### src/rtl/instr_fetch_queue_if.sv
// Fetch-stage bus bundle: instruction-memory req/ack, core-side valid/ready,
// redirect control and halt status.
interface instr_fetch_queue_if;
  logic        mem_req;
  logic [31:0] mem_addr;
  logic        mem_ack;
  logic [31:0] mem_rdata;
  logic        inst_valid;
  logic [31:0] inst;
  logic [31:0] inst_pc;
  logic        inst_ready;
  logic        redirect;
  logic [31:0] redirect_pc;
  logic        halted;

  // Fetch unit side
  modport master (
    output mem_req, mem_addr, inst_valid, inst, inst_pc, halted,
    input  mem_ack, mem_rdata, inst_ready, redirect, redirect_pc
  );

  // Memory / core side
  modport slave (
    input  mem_req, mem_addr, inst_valid, inst, inst_pc, halted,
    output mem_ack, mem_rdata, inst_ready, redirect, redirect_pc
  );
endinterface

### src/rtl/instr_fetch_queue.sv
// Instruction fetch queue: issues one word fetch at a time, buffers {pc, instr}
// pairs in a DEPTH-entry FIFO, handles PC redirects and stops after a HALT word.
module instr_fetch_queue #(
  parameter int unsigned DEPTH    = 4,
  parameter logic [31:0] RESET_PC = 32'h0000_0000
) (
  input logic               clk,
  input logic               rst,
  instr_fetch_queue_if.master bus
);

  localparam int unsigned AW = $clog2(DEPTH);
  localparam int unsigned CW = AW + 1;
  localparam logic [CW-1:0] DEPTH_C = CW'(DEPTH);

  typedef enum logic [1:0] {ISSUE, WAIT, DRAIN, HALT} state_t;

  state_t        state, state_next;
  logic [31:0]   fetch_pc, fetch_pc_next;
  logic [31:0]   req_addr;
  logic [31:0]   fifo_pc    [DEPTH];
  logic [31:0]   fifo_instr [DEPTH];
  logic [AW-1:0] wr_ptr, rd_ptr;
  logic [CW-1:0] count;
  logic          issue, req, push, pop, head_valid;
  logic [31:0]   addr;

  // Request/accept decode and next-state logic; redirect overrides everything
  always_comb begin
    state_next    = state;
    fetch_pc_next = fetch_pc;
    head_valid    = (count != '0);
    issue         = !rst && (state == ISSUE) && (count < DEPTH_C);
    req           = issue || (!rst && ((state == WAIT) || (state == DRAIN)));
    addr          = (state == ISSUE) ? fetch_pc : req_addr;
    push          = bus.mem_ack && (issue || (state == WAIT)) && !bus.redirect;
    pop           = head_valid && bus.inst_ready;

    case (state)
      ISSUE, WAIT: begin
        if (issue || (state == WAIT)) begin
          if (bus.mem_ack) begin
            state_next    = (bus.mem_rdata == '0) ? HALT : ISSUE;
            fetch_pc_next = fetch_pc + 32'd4;
          end else begin
            state_next = WAIT;
          end
        end
      end
      DRAIN: begin
        if (bus.mem_ack) state_next = ISSUE;
      end
      HALT: state_next = HALT;
      default: state_next = ISSUE;
    endcase

    // A request left unanswered by the redirect cycle must still be absorbed,
    // so its ack is discarded in DRAIN while mem_addr keeps the old address.
    if (bus.redirect) begin
      fetch_pc_next = bus.redirect_pc & ~32'd3;
      state_next    = (req && !bus.mem_ack) ? DRAIN : ISSUE;
    end
  end

  // Drive the bus outputs from the internal decode and FIFO head
  always_comb begin
    bus.mem_req    = req;
    bus.mem_addr   = addr;
    bus.inst_valid = head_valid;
    bus.inst       = fifo_instr[rd_ptr];
    bus.inst_pc    = fifo_pc[rd_ptr];
    bus.halted     = (state == HALT);
  end

  // Fetch control registers
  always_ff @(posedge clk) begin
    if (rst) begin
      state    <= ISSUE;
      fetch_pc <= RESET_PC;
      req_addr <= RESET_PC;
    end else begin
      state    <= state_next;
      fetch_pc <= fetch_pc_next;
      if (issue) req_addr <= fetch_pc;
    end
  end

  // FIFO storage write port
  always_ff @(posedge clk) begin
    if (push) begin
      fifo_pc[wr_ptr]    <= fetch_pc;
      fifo_instr[wr_ptr] <= bus.mem_rdata;
    end
  end

  // FIFO pointers and occupancy; redirect flushes
  always_ff @(posedge clk) begin
    if (rst || bus.redirect) begin
      wr_ptr <= '0;
      rd_ptr <= '0;
      count  <= '0;
    end else begin
      if (push) wr_ptr <= wr_ptr + AW'(1);
      if (pop)  rd_ptr <= rd_ptr + AW'(1);
      case ({push, pop})
        2'b10:   count <= count + CW'(1);
        2'b01:   count <= count - CW'(1);
        default: count <= count;
      endcase
    end
  end

endmodule

### src/flat_wrapper.sv
// flat-port wrapper written by rule: the top's interface ports become plain ports
module instr_fetch_queue_flat 
#(
  parameter int unsigned DEPTH    = 4,
  parameter logic [31:0] RESET_PC = 32'h0000_0000
)
  (clk, rst, bus_mem_req, bus_mem_addr, bus_inst_valid, bus_inst, bus_inst_pc, bus_halted, bus_mem_ack, bus_mem_rdata, bus_inst_ready, bus_redirect, bus_redirect_pc);
  instr_fetch_queue_if bus_i ();
  input logic clk;
  input logic rst;
  output wire logic [$bits(bus_i.mem_req)-1:0] bus_mem_req;
  output wire logic [$bits(bus_i.mem_addr)-1:0] bus_mem_addr;
  output wire logic [$bits(bus_i.inst_valid)-1:0] bus_inst_valid;
  output wire logic [$bits(bus_i.inst)-1:0] bus_inst;
  output wire logic [$bits(bus_i.inst_pc)-1:0] bus_inst_pc;
  output wire logic [$bits(bus_i.halted)-1:0] bus_halted;
  input wire logic [$bits(bus_i.mem_ack)-1:0] bus_mem_ack;
  input wire logic [$bits(bus_i.mem_rdata)-1:0] bus_mem_rdata;
  input wire logic [$bits(bus_i.inst_ready)-1:0] bus_inst_ready;
  input wire logic [$bits(bus_i.redirect)-1:0] bus_redirect;
  input wire logic [$bits(bus_i.redirect_pc)-1:0] bus_redirect_pc;
  assign bus_mem_req = bus_i.mem_req;
  assign bus_mem_addr = bus_i.mem_addr;
  assign bus_inst_valid = bus_i.inst_valid;
  assign bus_inst = bus_i.inst;
  assign bus_inst_pc = bus_i.inst_pc;
  assign bus_halted = bus_i.halted;
  assign bus_i.mem_ack = bus_mem_ack;
  assign bus_i.mem_rdata = bus_mem_rdata;
  assign bus_i.inst_ready = bus_inst_ready;
  assign bus_i.redirect = bus_redirect;
  assign bus_i.redirect_pc = bus_redirect_pc;
  instr_fetch_queue #(.DEPTH(DEPTH), .RESET_PC(RESET_PC)) u_core (.clk(clk), .rst(rst), .bus(bus_i));
endmodule
### config.mk
export PLATFORM = sky130hd
export DESIGN_NAME = instr_fetch_queue_flat
export DESIGN_NICKNAME = d
export VERILOG_FILES = /design/src/rtl/instr_fetch_queue_if.sv /design/src/rtl/instr_fetch_queue.sv /design/src/flat_wrapper.sv
export SDC_FILE = /design/constraint.sdc
export NUM_CORES = 1
export LEC_CHECK = 0
export CAP_MARGIN = 20
export CORE_MARGIN = 5
export CORE_UTILIZATION = 55
export DETAILED_ROUTE_END_ITERATION = 10
export HOLD_SLACK_MARGIN = 0.05
export PLACE_DENSITY = 0.8
export REMOVE_ABC_BUFFERS = 1
export SETUP_SLACK_MARGIN = 0.02
export SYNTH_ARGS = -nofsm -noshare
export SYNTH_HDL_FRONTEND = slang
export SYNTH_SLANG_ARGS = --single-unit
### constraint.sdc
create_clock -name clk -period 7.9 [get_ports clk]
set_input_delay 1.58 -clock clk [delete_from_list [all_inputs] [get_ports clk]]
set_output_delay 1.58 -clock clk [all_outputs]
set_load 0.01 [all_outputs]
---- Yosys cells after proc, flatten, opt, wreduce, memory -nomap -nowiden ----
Memory sizes are Yosys's and may differ from the RTL's. A register that Yosys moved wholly into a read port is not among the register bits.
Index checks and enable logic that the tools add are counted.
Widths: inputs -> output; s select.
cells by class
  add/sub/neg operators ................... 5
  $lt $le $gt $ge ......................... 1
  eq/ne operators ......................... 7
  mux-type cells .......................... 19
  reductions and logical operators ........ 26
operators with widths
  operator               count
  $mux 32                5
  $add 32x3->32 const B  1
  $logic_not 32->1       1
  $mux 2                 10
  $reduce_bool 2->1      4
  $logic_and 1x1->1      7
  $eq 2x2->1 const B     3
  $pmux 2 s3             1
  $pmux 3 s2             1
  $reduce_and 3->1       2
  $add 2x1->2 const B    2
  $eq 2x1->1 const B     2
  $logic_or 1x1->1       4
  $reduce_or 2->1        2
  $add 3x1->3 const B    1
  $logic_not 1->1        3
  $lt 3x3->1 const B     1
  $ne 3x2->1 const B     1
  $ne 3x3->1 const B     1
  $reduce_bool 3->1      1
  $sub 3x1->3 const B    1
  $logic_not 2->1        1
  $mux 1                 2
  $reduce_and 2->1       1
word-level totals
  bits in registers ....................... 73
  memory bits (writable) .................. 256
  output and inout port bits .............. 99
  memories kept ........................... 2
memories
  memory             words  width  rd ports  clocked after memory_dff  write ports  RTL line                 text
  u_core.fifo_instr  4      32     1         1                         1            instr_fetch_queue.sv:22  logic [31:0] fifo_instr [DEPTH];
  u_core.fifo_pc     4      32     1         1                         1            instr_fetch_queue.sv:21  logic [31:0] fifo_pc [DEPTH];

---- Depth between registers and ports, before layout ----
Gate-level depths: netlist of the first run.
  depth after elaboration ................. 8
  mapped depth ............................ 12
  gate-level depth less buffers ........... 12

---- Worst setup path after synthesis of the first run ----
Ideal clock, no wire load.
  path type ............................... in2out
  from .................................... input rst
  to ...................................... output bus_mem_req
  arrival ................................. 2.676 ns
  setup slack ............................. 3.644 ns
  stages .................................. 5
  buffers on the path ..................... 3
  cell sequence ........................... buf_2 > nor3b_4 > buf_2 > buf_1 > a21o_1
between the ends
  cells in the longest elaborated chain, start to end .. 4
  elaborated cells on any way between the ends .. 5
  those cells by class .................... reduce/logical (5)
ends and longest elaborated chain
  what                            RTL line                                          text
  from (decl)                     flat_wrapper.sv:10                                input logic rst;
  $logic_not 1->1 *               instr_fetch_queue.sv:33, instr_fetch_queue.sv:34
  $logic_and 1x1->1 (2 in a row)  instr_fetch_queue.sv:33                           issue = !rst && (state == ISSUE) && (count < DEPTH_C);
  $logic_or 1x1->1 *              instr_fetch_queue.sv:34                           req = issue || (!rst && ((state == WAIT) || (state == DRAIN)));
  to (decl)                       flat_wrapper.sv:11                                output wire logic [$bits(bus_i.mem_req)-1:0] bus_mem_req;
Mark *: on every way between the ends. The rest lies on a longest branch, timed or not.

---- Final worst setup path of the first run ----
Same ends and word-level chain as after synthesis.

==> results.json, run 1 <==
{
  "status": "finished clean",
  "syn-mean-instance-area_um2": 16.1,
  "post_cts_buffers": 0,
  "async_flop_share": 0,
  "hold_buffers": 0,
  "critPathBufInv": 4,
  "worst_ep_required_time_ns": 6.32,
  "fmax_mhz": 195,
  "drtIter0Drc": 632,
  "core_area_mm2": 0.0228,
  "total_power_mw": 3.66,
  "grt_pass1_wl_um": 42400,
  "clkSlewWorstSetupHoldPaths_ns": 0.06,
  "first_pass_iters": 5,
  "initial_utilization": 0.561,
  "cpMostUsedCell": "clkdlybuf4s50_1",
  "finalCriticalPeriod_ns": 5.12,
  "vias_per_cell": 5.73,
  "cts_tree": "built",
  "clockPowerShare": 0.419,
  "finalMaxSlewViolations": 0,
  "max_stage_delay_ns": 0.58,
  "post-route-period-util": 0.648,
  "clock_insertion_delay_worst_skew_ns": 0.55,
  "yosysUniqueCellTypes": 47,
  "path_cells": "clkdlybuf4s50_1 > buf_4 > inv_2 > a21o_1 > clkdlybuf4s50_1",
  "power_frac_seq": 0.515,
  "fin_ws_ns": 2.78,
  "drt-wirelength-per-cell_um": 21.0,
  "yosysSeqAreaShare": 0.694,
  "critPathKind": "in -> out",
  "syn_area_mm2": 0.0128,
  "pre_cts_ws_ns": 2.81,
  "setup_viol": 0,
  "grt_usage": 0.205,
  "syn_inst": 793,
  "vias": 7421,
  "switching_share": 0.203,
  "clockBufferDepth": 3,
  "synth-seq-cells": 319,
  "area_growth_pct": 23.5,
  "routed_wl_um": 27200,
  "finClkSkew_ns": 0.00660,
  "worst_pin_slew_ns": 0.958,
  "cap_violations": 0,
  "power.density_mw_per_mm2": 232,
  "grt_pass1_vias": 7399,
  "startpoint_type": "primary input",
  "ant_nets": 0,
  "fin_nets": 1037,
  "hold_path_class": "reg -> reg",
  "cts.root.buffer_cell": "clkbuf_16",
  "arrival_ns": 3.54,
  "rsz0062_at_grt": "false",
  "cpLargestDelayFamily": "buffers and inverters",
  "placedCellCount": 1237,
  "worst_path_max_delay_cell": "inv_2",
  "die_w_um": 162,
  "relSlewSlack": 0.361,
  "synth-main-ff-cell": "edfxtp_1",
  "power.switching_mw": 0.744,
  "stdcell_area_mm2": 0.0158,
  "ir_drop_mv": 0.146,
  "grt_overflow": 0,
  "grt_max_degree": 63,
  "final_cells": 1295,
  "placed_area_mm2": 0.0147,
  "numCtsBuffers": 31,
  "drc": 0,
  "hold_viol": 0,
  "hpwl_um": 16900,
  "combPwrFrac": 0.066,
  "io_pins": 168,
  "p_int_mw": 2.91,
  "cellLeakagePower_nw": 5.09,
  "io_buffers": 161,
  "num_antenna_cells": 0,
  "globalplace.congestion": 0.793,
  "yosysWarnings": 0,
  "htree_levels": 1,
  "cp-end-kind": "output pin",
  "cts_resized": 0,
  "cp_max_fo": 37,
  "synth-edff-count": 248,
  "cts.sinks": 319,
  "drive_above_1_share": 0.178,
  "final.setup.tns_ns": 0,
  "antenna_found_initial": 0,
  "die-area_mm2": 0.0264,
  "die_h_um": 162,
  "rows": 55
}
state kept, by name, summed over array words and instances (netlist names), named ones only:
signal / cells
u_core.fifo_instr: 128
u_core.fifo_pc: 120
u_core.fetch_pc: 30
u_core.req_addr: 30
u_core.count: 3
u_core.rd_ptr: 2
u_core.state: 2
u_core.wr_ptr: 2
cell usage after synthesis, types with 4 or more instances:
master | n | area share
o211ai_1 | 5 | 0.0029
or3_1 | 5 | 0.0024
a311oi_1 | 4 | 0.0027
a21oi_1 | 11 | 0.0043
inv_1 | 14 | 0.0041
nor4_2 | 7 | 0.0069
nand3_1 | 9 | 0.0035
nand2_1 | 94 | 0.028
and4_1 | 6 | 0.0041
o21ai_0 | 41 | 0.016
dfxtp_1 | 71 | 0.11
o21ai_1 | 4 | 0.0016
xnor2_1 | 23 | 0.016
nor2_1 | 31 | 0.0091
clkbuf_1 | 24 | 0.0071
a211oi_1 | 12 | 0.0071
a31oi_1 | 4 | 0.0020
buf_2 | 10 | 0.0039
edfxtp_1 | 248 | 0.58
nor3_2 | 4 | 0.0031
nor4_1 | 10 | 0.0049
ha_1 | 10 | 0.0098
nor3_1 | 4 | 0.0016
buf_1 | 7 | 0.0021
and3_1 | 9 | 0.0044
mux2_2 | 30 | 0.026
mux4_2 | 62 | 0.11
buf_4 | 4 | 0.0024
power by group through the flow:
stage | Clock, mW | Combinational (mW) | Sequential (mW)
global placement | 0 | 0.238 | 1.92
finish | 1.53 | 0.241 | 1.88
global route | 1.64 | 0.260 | 1.89
floorplan | 0 | 0.108 | 1.91
CTS | 1.56 | 0.244 | 1.88
detailed placement | 0 | 0.241 | 1.92
routing by layer:
metal / routed length (µm) / global-route usage / part of all wire / vias to the layer above
met5: 0 / 0 / 0 / -
met4: 384 / 0.0396 / 0.014 / 0
met3: 1950 / 0.0375 / 0.071 / 31
met2: 13200 / 0.336 / 0.49 / 283
met1: 11700 / 0.295 / 0.43 / 3719
li1: - / - / - / 3388
path summary, 6_finish.rpt:
path                                                            to  slack, ns  cells after the start                        startpoint
worst max-delay path                                   bus_mem_req       2.78                      5                               rst
worst min-delay path              u_core.req_addr[25]$_SDFFE_PP0P_       0.46                      2  u_core.req_addr[25]$_SDFFE_PP0P_
worst max register to register  u_core.fifo_instr[2][30]$_DFFE_PP_       3.74                      7      u_core.state[1]$_SDFFE_PP0P_
worst min register to register    u_core.req_addr[25]$_SDFFE_PP0P_       0.46                      2  u_core.req_addr[25]$_SDFFE_PP0P_
layout make-up:
class / instances / area (µm²)
tap: 313 / 392
multi-input combinational: 417 / 3670
timing repair buffer: 173 / 1700
clock buffer: 46 / 892
fill: 1539 / 7000
inverter: 15 / 56.3
clock inverter: 12 / 190
sequential: 319 / 8870
cells by family after synthesis:
kind of cell,synth area share
multiplexers,0.136
adder cells (fa/ha/maj),0.0114
other,0.000294
AO/OA/AOI/OAI,0.0441
flip-flops,0.694
AND/OR/NAND/NOR,0.0766
XOR/XNOR,0.0178
buffers and inverters,0.0198
stage by stage:
stage	utilization	hold WS (ns)
detailed placement	0.645	0.448
finish	0.693	0.456
global route	0.693	0.471
global placement	0.645	0.441
floorplan	-	0.433
CTS	0.693	0.457
worst reg2reg max path, cell delays in order, from the launching register on:
cell and delay, ns:
dfxtp_1 0.36, inv_1 0.12, ha_2 0.80, nor3b_4 0.33, buf_4 0.40, o21a_1 0.37
and3_2 0.84, buf_4 0.57
placed cells by master, fill, tap and decap left out, drive strengths merged, types with 6 or more instances in the layout:
cell,instances
a211oi,12
a21oi,11
and3,9
and4,6
buf,12
clkbuf,46
clkdlybuf4s50,161
dfxtp,71
edfxtp,248
ha,10
inv,16
mux2,30
mux4,62
nand2,94
nand3,9
nor2,31
nor3,8
nor4,17
o211ai,7
o21ai,45
xnor2,23
Note: power is estimated with default switching activity, not from simulation.
==> run 2, diff against run 1 <==
==> constraint.sdc (replaced) <==
create_clock -name clk -period 5.3 [get_ports clk]
set_input_delay 1.06 -clock clk [delete_from_list [all_inputs] [get_ports clk]]
set_output_delay 1.06 -clock clk [all_outputs]
set_load 0.01 [all_outputs]
==> run 2 against run 1 <==
Net effect: utilization rose by 0.46 points; cell area grew 0.66%; sequential power is 49% higher; sequential cell count unchanged; count of clock-buffer cells in the layout fell by 8; first-iteration DRC count decreased by 6.6%; power is 50% higher; critical endpoint is now bus_inst_pc[7].
==> results.json, run 2 (same netlist as run 1, synthesis figures left out) <==
{
  "worst_path_max_delay_cell": "dfxtp_4",
  "drtIter0Drc": 590,
  "power.density_mw_per_mm2": 346,
  "grt_overflow": 0,
  "r2r_setup_slack_ns": 2.05,
  "placed_area_mm2": 0.0148,
  "reg2reg_depth": 7,
  "grt_usage": 0.209,
  "final_common_cell": "edfxtp_1",
  "grt_pass1_vias": 7621,
  "r2r-start": "u_core.state[0]$_SDFFE_PP0P_",
  "numCtsBuffers": 30,
  "seq_area_mm2": 0.00887,
  "rsz0062_at_grt": "false",
  "die_h_um": 162,
  "ir_drop_mv": 0.219,
  "post-route-period-util": 0.738,
  "largest_reg_flops": 128,
  "max_flop_register": "u_core.fifo_instr",
  "io_pins": 168,
  "final.setup.tns_ns": 0,
  "relSlewSlack": 0.474,
  "drive_above_1_share": 0.184,
  "routed_wl_um": 27300,
  "rows": 55,
  "antenna_found_initial": 0,
  "globalplace.congestion": 0.820,
  "path_cells": "buf_12 > mux4_2 > clkdlybuf4s50_1",
  "final_cells": 1296,
  "arrival_ns": 2.85,
  "ant_nets": 0,
  "post_cts_buffers": 0,
  "cp-end-kind": "output pin",
  "fin_nets": 1039,
  "cts_resized": 0,
  "finalCriticalPeriod_ns": 3.91,
  "cap_violations": 0,
  "stdcell_area_mm2": 0.0159,
  "setup_viol": 0,
  "initial_utilization": 0.561,
  "core_area_mm2": 0.0228,
  "cts.root.buffer_cell": "clkbuf_16",
  "worst_ep_required_time_ns": 4.24,
  "die_w_um": 162,
  "clockBufferDepth": 3,
  "hpwl_um": 17100,
  "max_stage_delay_ns": 0.87,
  "num-fill-cells": 1511,
  "critPathKind": "reg -> out",
  "area_growth_pct": 24.3,
  "vias": 7405,
  "finClkSkew_ns": 0.0200,
  "num_antenna_cells": 0,
  "grt_pass1_wl_um": 43200,
  "largestRegisters": "u_core.fifo_instr: 128 flops, u_core.fifo_pc: 120 flops",
  "min_to": "u_core.req_addr[18]$_SDFFE_PP0P_",
  "hp-start": "u_core.req_addr[18]$_SDFFE_PP0P_",
  "multiInputGateArea_mm2": 0.00367,
  "htree_levels": 1,
  "cellLeakagePower_nw": 5.13,
  "hold_viol": 0,
  "cts_tree": "built",
  "hold_buffers": 0,
  "fmax_mhz": 256,
  "clkSlewWorstSetupHoldPaths_ns": 0.06,
  "layout_common_cells": "248 x edfxtp_1, 161 x clkdlybuf4s50_1, 94 x nand2_1",
  "finalMaxSlewViolations": 0,
  "hold_path_class": "reg -> reg",
  "drc": 0,
  "r2r_end": "u_core.fifo_pc[3][14]$_DFFE_PP_",
  "min_path_cells": 2,
  "placedCellCount": 1240,
  "grt_max_degree": 54,
  "startpoint_type": "flop",
  "io_buffers": 161,
  "die-area_mm2": 0.0264,
  "drt-wirelength-per-cell_um": 21.1,
  "whs_ns": 0.459,
  "cts.sinks": 319,
  "vias_per_cell": 5.71,
  "worst_pin_slew_ns": 0.789,
  "clock_insertion_delay_worst_skew_ns": 0.55,
  "first_pass_iters": 5,
  "cp_max_fo": 35,
  "status": "finished clean"
}
[run 2: cell count changes in the layout (fill, tap and decap cells not counted), sizes merged]
cell,delta
buf,+3
bufinv,+2
clkbuf,-8
clkinv,+4
clkinvlp,+1
inv,-1
[run 2: report_power, final]
group	total [mW]	switching (mW)	internal (mW)
Clock	2.33	0.878	1.45
Combinational	0.362	0.172	0.190
Sequential	2.81	0.0565	2.75
[run 2: layout make-up]
type | count | area share
Clock buffer | 38 | 0.0524
Clock inverter | 18 | 0.0169
Inverter | 15 | 0.00355
Multi-Input combinational cell | 417 | 0.231
Timing Repair Buffer | 176 | 0.113
Tap cell | 313 | 0.0247
Sequential cell | 319 | 0.559
[run 2: metal layers]
layer	global-route usage	vias up	wire, µm
li1	-	3406	-
met1	0.299	3674	11500
met2	0.347	289	13500
met3	0.0286	36	1780
met4	0.0442	0	535
met5	0	-	0
[run 2: critical path: cells and delay by family, from the launching register on]
kind | cells | cell delay, ns
flip-flops | 1 | 0.87
multiplexers | 1 | 0.53
buffers and inverters | 2 | 0.87
[run 2: worst max-delay path by stage]
stage                                              to  slack [ns]  cells after the start
CTS                                   bus_inst_pc[18]        1.30                      3
floorplan           u_core.fifo_instr[0][0]$_DFFE_PP_        0.37                      5
finish                                 bus_inst_pc[7]        1.39                      3
global placement                          bus_mem_req        1.43                      5
global route                          bus_inst_pc[23]        1.20                      3
detailed placement                        bus_mem_req        1.42                      5
[run 2: stage by stage]
step	setup WS, ns	power [mW]	util
global placement	1.43	3.22	0.649
global route	1.20	5.68	0.697
finish	1.39	5.50	0.697
floorplan	0.371	3.01	-
CTS	1.30	5.54	0.697
detailed placement	1.42	3.22	0.649
==> run 3, diff against run 2 <==
==> constraint.sdc (replaced) <==
create_clock -name clk -period 3.7 [get_ports clk]
set_input_delay 0.74 -clock clk [delete_from_list [all_inputs] [get_ports clk]]
set_output_delay 0.74 -clock clk [all_outputs]
set_load 0.01 [all_outputs]
==> run 3 against run 2 <==
Net effect: routed wire length shrank 0.99%; worst setup slack worse by 1.2 ns; register-to-register slack lost 1.7 ns; global-route usage is 0.18 points lower; cell area increased by 0.72%; clock power is 36% higher; non-clock buffer count up 8; sequential power grew 43%; critical path depth increased by 2; clock skew is 0.0046 ns lower; power up 41%; sequential cell count unchanged; critical path type unchanged.
==> results.json, run 3 (same netlist as run 1, synthesis figures left out) <==
{
  "grt_pass1_vias": 7574,
  "hold_path_class": "reg -> reg",
  "fin_nets": 1051,
  "cts_resized": 0,
  "clock_insertion_delay_worst_skew_ns": 0.50,
  "min_to": "u_core.req_addr[24]$_SDFFE_PP0P_",
  "vias": 7449,
  "grt_usage": 0.207,
  "placed_area_mm2": 0.0149,
  "grt_pass1_wl_um": 42300,
  "drive_above_1_share": 0.189,
  "numCtsBuffers": 34,
  "cap_violations": 0,
  "io_pins": 168,
  "worst_pin_slew_ns": 0.808,
  "relSlewSlack": 0.461,
  "cts.root.buffer_cell": "clkbuf_16",
  "drtIter0Drc": 640,
  "cellLeakagePower_nw": 5.18,
  "globalplace.congestion": 0.853,
  "hp-start": "u_core.req_addr[24]$_SDFFE_PP0P_",
  "critPathLaunch": "u_core.state[1]$_SDFFE_PP0P_",
  "hold_viol": 0,
  "area_growth_pct": 25.2,
  "final.setup.tns_ns": 0,
  "grt_overflow": 0,
  "max_flop_register": "u_core.fifo_instr",
  "gr-usage-met1": 0.291,
  "arrival_ns": 2.77,
  "rsz0062_at_grt": "false",
  "core_area_mm2": 0.0228,
  "die_w_um": 162,
  "hpwl_um": 17400,
  "r2r-start": "u_core.state[1]$_SDFFE_PP0P_",
  "io_buffers": 161,
  "cp-end-kind": "output pin",
  "total_power_mw": 7.73,
  "htree_levels": 2,
  "clkSlewWorstSetupHoldPaths_ns": 0.06,
  "drt-wirelength-per-cell_um": 20.7,
  "post_cts_buffers": 0,
  "post-route-period-util": 0.949,
  "antenna_found_initial": 0,
  "first_pass_iters": 6,
  "reg2reg_depth": 7,
  "ir_drop_mv": 0.253,
  "min_path_cells": 2,
  "die_h_um": 162,
  "setup_viol": 0,
  "status": "finished clean",
  "hold_buffers": 0,
  "finalCriticalPeriod_ns": 3.51,
  "met3_usage": 0.0357,
  "r2r_end": "u_core.fetch_pc[15]$_SDFFE_PP0P_",
  "finClkSkew_ns": 0.0154,
  "whs_ns": 0.453,
  "startpoint_type": "flop",
  "stdcell_area_mm2": 0.0160,
  "initial_utilization": 0.561,
  "largest_reg_flops": 128,
  "routed_wl_um": 27100,
  "rows": 55,
  "grt_max_degree": 37,
  "clockBufferDepth": 3,
  "ant_nets": 0,
  "vias_per_cell": 5.69,
  "drc": 0,
  "grtUsageMet2": 0.339,
  "largestRegisters": "u_core.fifo_instr: 128 flops, u_core.fifo_pc: 120 flops",
  "cp_max_fo": 18,
  "fmax_mhz": 285,
  "critPathKind": "reg -> out",
  "final_common_cell": "edfxtp_1",
  "cts.sinks": 319,
  "num_antenna_cells": 0,
  "finalMaxSlewViolations": 0,
  "power.density_mw_per_mm2": 483,
  "worst_ep_required_time_ns": 2.96,
  "cts_tree": "built",
  "layout_common_cells": "248 x edfxtp_1, 161 x clkdlybuf4s50_1, 94 x nand2_1",
  "die-area_mm2": 0.0264,
  "r2r_setup_slack_ns": 0.38,
  "busiest_layer": "met2"
}
## run 3: cell type report
class / count / area [µm²]
clock inverters: 18 / 110
inverters: 15 / 56.3
fillers: 1492 / 6780
repair buffers: 184 / 1930
well taps: 313 / 392
multi-input cells: 417 / 3670
flip-flops and latches: 319 / 8870
clock buffers: 43 / 958
## run 3: critical path, cell delays in order (launching register included)
cell             delay (ns)
dfxtp_1                0.36
inv_1                  0.11
ha_2                   0.52
buf_4                  0.37
mux2_2                 0.38
clkdlybuf4s50_1        0.53
## run 3: per-layer routing
metal	up-vias	routed length (µm)
met5	-	0
met4	0	562
met3	47	1730
met2	282	13300
met1	3697	11400
li1	3423	-
## run 3: worst max-delay path by stage
stage	end
global route	bus_mem_req
detailed placement	u_core.fetch_pc[15]$_SDFFE_PP0P_
CTS	bus_mem_addr[22]
floorplan	u_core.fifo_instr[0][0]$_DFFE_PP_
global placement	u_core.fetch_pc[15]$_SDFFE_PP0P_
finish	bus_mem_addr[24]
## run 3: power by group
part / total, mW / internal [mW] / switching, mW
logic: 0.524 / 0.277 / 0.247
clock network: 3.18 / 1.90 / 1.28
registers: 4.03 / 3.95 / 0.0800
## run 3: stage by stage
stage	cells	util	worst slack, ns
after floorplan	751	-	-1.23
after global placement	1248	0.655	0.411
after detailed placement	1248	0.655	0.239
after CTS	1309	0.702	0.173
after global routing	1309	0.702	0.0555
final	1309	0.702	0.188
